File: src/rtl/hazard_sequencer.sv
// Pipeline hazard controller: load-use stalls, branch flushes, memory-wait freeze, saturating stats.
// Zero-latency control outputs in the detecting cycle; MEM_busy overrides branch, which overrides load windows.
module hazard_sequencer #(
  parameter int LOAD_STALL_CYCLES   = 2,
  parameter int BRANCH_FLUSH_CYCLES = 2,
  parameter int CNT_W               = 16
) (
  input  logic             clk,
  input  logic             rst_n,
  input  logic             ID_EX_MEMread,
  input  logic [4:0]       ID_EX_Rd,
  input  logic [4:0]       IF_ID_RsA,
  input  logic [4:0]       IF_ID_RsB,
  input  logic             branch,
  input  logic [31:0]      New_PC_add,
  input  logic             MEM_busy,
  input  logic             cnt_clr,
  output logic             PC_stall,
  output logic             IF_ID_stall,
  output logic             IF_ID_flush,
  output logic             ID_EX_flush,
  output logic             EX_MEM_stall,
  output logic             PC_sel,
  output logic [31:0]      PC_add,
  output logic [1:0]       state,
  output logic [CNT_W-1:0] stall_count,
  output logic [CNT_W-1:0] flush_count
);

  typedef enum logic [1:0] {
    RUN      = 2'd0,
    LSTALL   = 2'd1,
    FLUSH    = 2'd2,
    MEM_WAIT = 2'd3
  } state_t;

  localparam logic [3:0]       LS_REM  = 4'(LOAD_STALL_CYCLES - 1);
  localparam logic [3:0]       BF_REM  = 4'(BRANCH_FLUSH_CYCLES - 1);
  localparam logic [CNT_W-1:0] CNT_MAX = {CNT_W{1'b1}};

  state_t      state_q, state_d;
  logic [3:0]  rem_q, rem_d;
  logic [31:0] last_target;
  logic        load_use;
  logic        pc_stall_c, if_id_stall_c, if_id_flush_c, id_ex_flush_c, ex_mem_stall_c, pc_sel_c;

  assign load_use = ID_EX_MEMread && (ID_EX_Rd != 5'd0) &&
                    ((ID_EX_Rd == IF_ID_RsA) || (ID_EX_Rd == IF_ID_RsB));

  always_comb begin
    state_d        = state_q;
    rem_d          = rem_q;
    pc_stall_c     = 1'b0;
    if_id_stall_c  = 1'b0;
    if_id_flush_c  = 1'b0;
    id_ex_flush_c  = 1'b0;
    ex_mem_stall_c = 1'b0;
    pc_sel_c       = 1'b0;
    if (MEM_busy) begin
      pc_stall_c     = 1'b1;
      if_id_stall_c  = 1'b1;
      ex_mem_stall_c = 1'b1;
      state_d        = MEM_WAIT;
      rem_d          = 4'd0;
    end else if (branch) begin
      pc_sel_c      = 1'b1;
      if_id_flush_c = 1'b1;
      id_ex_flush_c = 1'b1;
      state_d       = (BRANCH_FLUSH_CYCLES > 1) ? FLUSH : RUN;
      rem_d         = (BRANCH_FLUSH_CYCLES > 1) ? BF_REM : 4'd0;
    end else begin
      case (state_q)
        LSTALL: begin
          pc_stall_c    = 1'b1;
          if_id_stall_c = 1'b1;
          id_ex_flush_c = 1'b1;
          state_d       = (rem_q <= 4'd1) ? RUN : LSTALL;
          rem_d         = (rem_q <= 4'd1) ? 4'd0 : rem_q - 4'd1;
        end
        FLUSH: begin
          if_id_flush_c = 1'b1;
          state_d       = (rem_q <= 4'd1) ? RUN : FLUSH;
          rem_d         = (rem_q <= 4'd1) ? 4'd0 : rem_q - 4'd1;
        end
        default: begin
          // RUN, and MEM_WAIT once memory is ready, share the same detection path.
          state_d = RUN;
          rem_d   = 4'd0;
          if (load_use) begin
            pc_stall_c    = 1'b1;
            if_id_stall_c = 1'b1;
            id_ex_flush_c = 1'b1;
            state_d       = (LOAD_STALL_CYCLES > 1) ? LSTALL : RUN;
            rem_d         = (LOAD_STALL_CYCLES > 1) ? LS_REM : 4'd0;
          end
        end
      endcase
    end
  end

  // Outputs are forced quiet while reset is held, whatever the inputs do.
  assign PC_stall     = rst_n & pc_stall_c;
  assign IF_ID_stall  = rst_n & if_id_stall_c;
  assign IF_ID_flush  = rst_n & if_id_flush_c;
  assign ID_EX_flush  = rst_n & id_ex_flush_c;
  assign EX_MEM_stall = rst_n & ex_mem_stall_c;
  assign PC_sel       = rst_n & pc_sel_c;
  assign PC_add       = PC_sel ? New_PC_add : last_target;
  assign state        = state_q;

  always_ff @(posedge clk or negedge rst_n) begin
    if (!rst_n) begin
      state_q     <= RUN;
      rem_q       <= 4'd0;
      last_target <= 32'd0;
    end else begin
      state_q <= state_d;
      rem_q   <= rem_d;
      if (PC_sel) last_target <= New_PC_add;
    end
  end

  always_ff @(posedge clk or negedge rst_n) begin
    if (!rst_n) begin
      stall_count <= '0;
      flush_count <= '0;
    end else if (cnt_clr) begin
      stall_count <= '0;
      flush_count <= '0;
    end else begin
      if (PC_stall && stall_count != CNT_MAX) stall_count <= stall_count + 1'b1;
      if (PC_sel && flush_count != CNT_MAX) flush_count <= flush_count + 1'b1;
    end
  end

endmodule

File: config.mk
export PLATFORM = sky130hd
export DESIGN_NAME = hazard_sequencer
export DESIGN_NICKNAME = d
export VERILOG_FILES = /design/src/rtl/hazard_sequencer.sv
export SDC_FILE = /design/constraint.sdc
export NUM_CORES = 1
export LEC_CHECK = 0
export ABC_AREA = 1
export CAP_MARGIN = 20
export CORE_MARGIN = 3
export CORE_UTILIZATION = 32
export CTS_CLUSTER_DIAMETER = 200
export DETAILED_ROUTE_END_ITERATION = 6
export SLEW_MARGIN = 20
export SYNTH_ARGS = -nofsm -noshare
export SYNTH_HDL_FRONTEND = slang
export SYNTH_SLANG_ARGS = --single-unit
File: constraint.sdc
create_clock -name clk -period 2.5 [get_ports clk]
set_input_delay 0.25 -clock clk [delete_from_list [all_inputs] [get_ports clk]]
set_output_delay 0.25 -clock clk [all_outputs]
set_load 0.02 [all_outputs]
After elaboration in Yosys (flattened, before gate mapping). Index checks and enable logic that the tools add are counted. Widths: inputs -> output; s select.

Add/subtract/negate cells: 3. Order comparisons: 1. Equal/unequal tests: 6. Multiplexer cells: 28. Bitwise logic cells: 5. Reductions and logical operators: 9.

Operators with widths (count): $mux 16 (4); $add 16x1->16 const B (2); $mux 32 (1); $ne 16x16->1 const B (2); $mux 4 (4); $mux 1 (14); $eq 5x5->1 (2); $mux 2 (3); $and 1x1->1 (5); $reduce_bool 5->1 (1); $le 4x1->1 const B (1); $logic_and 1x1->1 (4); $pmux 2 s2 (1); $reduce_bool 2->1 (2); $sub 4x1->4 const B (1); $eq 2x1->1 const B (1); $eq 2x2->1 const B (1); $pmux 1 s2 (1); $reduce_or 2->1 (1); $logic_or 1x1->1 (1).

Register bits: 70. Input port bits: 53. Output and inout bits: 72. Word-level logic and storage cells: 57.

Logic depth before layout (Yosys ltp).
Depth in word-level cells: 11. Gate-level depth with buffers: 15. Mapped depth without buffers: 14.

Worst setup path after synthesis. Ideal clock, no wire load.

Kind: register to output. From: reg state_q[0] (netlist: state[0]). To: out PC_stall. Arrival: 1.835 ns. Required time: 2.250 ns. Setup slack: 0.415 ns. Cell stages (with the launch flop): 12. Path buffers: 1. Cell sequence: dfrtp_1 > inv_1 > ha_1 > nand3_1 > inv_1 > nand2_1 > nand2_1 > nand2_1 > nand2_1 > inv_1 > nor2_1 > buf_4.

Word-level cells in the longest chain between the ends: 5. Elaborated cells on any way between the ends: 6. Classes of those cells: eq/ne: 2; mux: 3; bitwise: 1.

Ends and longest elaborated chain: start: declaration (line 41) `state_t state_q, state_d;`; start signal: assignment (line 117) `state_q <= state_d;`; $eq 2x2->1 / $eq 2x1->1 (equally long branches); $pmux 1 s2 (*); $mux 1 (*) (2 in series); $and 1x1->1 (*); end: declaration (line 18) `output logic PC_stall,`.

Mark *: on every way between the ends. The rest lies on a longest branch, timed or not.

Worst setup path after layout.
From: in MEM_busy. To: out PC_add[4].

Word-level cells in the longest chain between the ends: 3.

Ends and longest elaborated chain: start: declaration (line 16) `input logic MEM_busy,`; $mux 1 (line 59) `if (MEM_busy) begin`; $and 1x1->1 (line 107) `assign PC_sel = rst_n & pc_sel_c;`; $mux 32; end: declaration (line 24) `output logic [31:0] PC_add,`.

Every way passes these cells.

==> impl_metrics.toml <==
[power]
power.leakage_nw = 2.66
p_per_area_mw_per_mm2 = 611
vdd.ir_drop.worst_mv = 0.376
fin_total_pwr_mw = 3.36

[die]
start_util = 0.333
pin_count = 125
die-area_mm2 = 0.0128
fp.dieH_um = 113
die_w_um = 113
rows = 38
core-area_mm2 = 0.0110

[routing]
vias = 3531
via_per_inst = 4.59
wl_per_cell_um = 12.8
postRouteAntennaNets = 0
totalWireLength_um = 9860
firstDrtPassIters = 4
drc_errors = 0
drtIter0Drc = 111

[placement]
gp_congestion = 0.821
dp_worst_setup_slack_ps = -117
hpwl_um = 7360
port_buffers = 124

[setup_path]
r2r_slack_ps = 390
crit_fanout = 12
worst_ep_required_time_ps = 2250
worstSetupPathType = "in -> out"
cp-end-kind = "primary output"
r2r_cells = 12
cp_cell_sequence = "clkdlybuf4s50_1, inv_1, nand2_1, nor2_4, inv_1, buf_4, nand2_1, nand2_1, clkdlybuf4s50_1"
cpMostUsedCell = "nand2_1"
r2r_end = "stall_count[9]"
start_kind = "input pin"
cp_slowest_cell = "clkdlybuf4s50_1"
cp.arrival_ps = 2120
slowest_delay_ps = 610
r2r_start = "stall_count[0]"

[grt]
grt_pass1_vias = 3502
antenna_found_initial = 0
grt_max_degree = 47
grt.overflow.total = 0
grt_usage = 0.155
grt_pass1_wl_um = 16500

[synth]
ys_warn_count = 0
synth_nets = 542
synthFlopType = "dfrtp_1"
synth_top_area_frac = 0.479
ys_types = 31
yosysMostFrequentCell = "nand2_1"
synth-edff-count = 0
syn_area_mm2 = 0.00366
synth-async-reset-ratio = 1.00
ys_ff_latch = 70
synthTopCellsByArea = "dfrtp_1, nand2_1, inv_1"
synth_largest_area_cell = "dfrtp_1"
yosysSeqAreaShare = 0.479
post_synth.cell_area_avg_um2 = 7.57
netlist_instances = 483
synthTopCellsByCount = "nand2_1, dfrtp_1, inv_1, nor2_1, nand3_1"

[sta]
finalCritPeriodShare = 0.947
worst_pin_slew_ps = 588
skew_ps = 4.27
fmax_mhz = 422
fin_setup_tns_ps = 0
fin_ws_ps = 132
rsz0062_at_grt = "no"
period_needed_ps = 2370
slew_headroom = 0.608
hold_violations = 0
setup_viol = 0
drv_slew = 0

[run]
drv_cap = 0

[clocking]
cts_max_path_buffers = 2
cts_tree = "yes"
htreeDepth = 3
clock_sinks = 70
clk_latency_ps = 320
path_clk_slew_ps = 60
cts-root-buf = "clkbuf_16"
cts_made_buffers = 9

[cells_and_area]
final_layout_size_suffix_gt1_frac = 0.0811
area_delta_synth_final_pct = 50.5
nets = 683

[run_status]
status = "complete, no violations"

[worst_hold_path]
hp-class = "in -> async"
## placed cells by master, fill, tap and decap left out, drive strengths merged, types with 11 or more instances in the layout
master / n
nand3: 34
nor3: 11
inv: 49
clkbuf: 13
clkdlybuf4s50: 120
nand2: 196
nor2: 53
dfrtp: 70
buf: 20
a21oi: 15
## critical path, delay by kind of cell
| kind | cells | cell delay, ps |
|---|---|---|
| buffers and inverters | 5 | 1450 |
| AND/OR/NAND/NOR | 4 | 390 |
## registers in the layout, indices dropped and copies added (netlist names)
name,cells
last_target,32
state,2
flush_count,16
stall_count,16
rem_q,4
## worst max-delay path by stage
stage / from / slack (ps) / cells after the start / to
2_1_floorplan: state[0] / 420 / 11 / PC_stall
3_3_place_gp: ID_EX_Rd[3] / -50 / 15 / IF_ID_stall
3_5_place_dp: ID_EX_Rd[3] / -120 / 15 / IF_ID_stall
4_1_cts: ID_EX_Rd[3] / 20 / 11 / ID_EX_flush
5_1_grt: MEM_busy / 8 / 9 / PC_add[8]
6_report: MEM_busy / 130 / 9 / PC_add[4]
## cell families (layout without fill, tap and decap cells)
kind of cell | after synthesis | count (layout) | share of synthesized area
DFF | 70 | 70 | 0.479
other | 0 | 1 | 0
xor gates and xnor gates | 10 | 10 | 0.0239
AOI/OAI and AO/OA | 32 | 32 | 0.0496
adders and majority gates | 6 | 6 | 0.0205
and+or+nand+nor | 302 | 302 | 0.357
buffers and inverters | 63 | 209 | 0.0698
## area by class of cell
type / count / area [um^2]
clock inverter: 5 / 81.3
timing repair buffer: 144 / 1410
inverter: 49 / 184
sequential: 70 / 1750
fill: 1092 / 5480
multi-input combinational: 350 / 1650
clock buffer: 11 / 253
tap: 140 / 175
antenna: 1 / 2.50
## layer usage
metal / global-route usage / share of wire / vias up
li1: - / - / 1798
met1: 0.204 / 0.46 / 1641
met2: 0.255 / 0.47 / 78
met3: 0.0358 / 0.053 / 14
met4: 0.0465 / 0.014 / 0
met5: 0 / 0 / -
## report_power, final
group	total [mW]	internal, mW	switching, mW
sequential	1.26	1.23	0.0365
combinational	0.701	0.329	0.372
clock	1.40	0.928	0.470
## stage by stage
stage | hold WS, ps | instances | cell area (um^2) | utilization
3_3_place_gp | 305 | 751 | 5160 | 0.470
2_1_floorplan | -45.6 | 483 | 3660 | -
6_report | 49.7 | 770 | 5510 | 0.501
4_1_cts | 74.8 | 768 | 5500 | 0.501
3_5_place_dp | 309 | 751 | 5160 | 0.470
5_1_grt | 107 | 769 | 5510 | 0.501
## timing repair
item	CTS	global route
pin swaps	0	1
cloned	0	0
setup endpoints to repair	2	4
buffers inserted	0	1
hold endpoints to repair	25	0
resized for setup	2	5
hold buffers	1	0
Power figures use the tool's default switching activity.
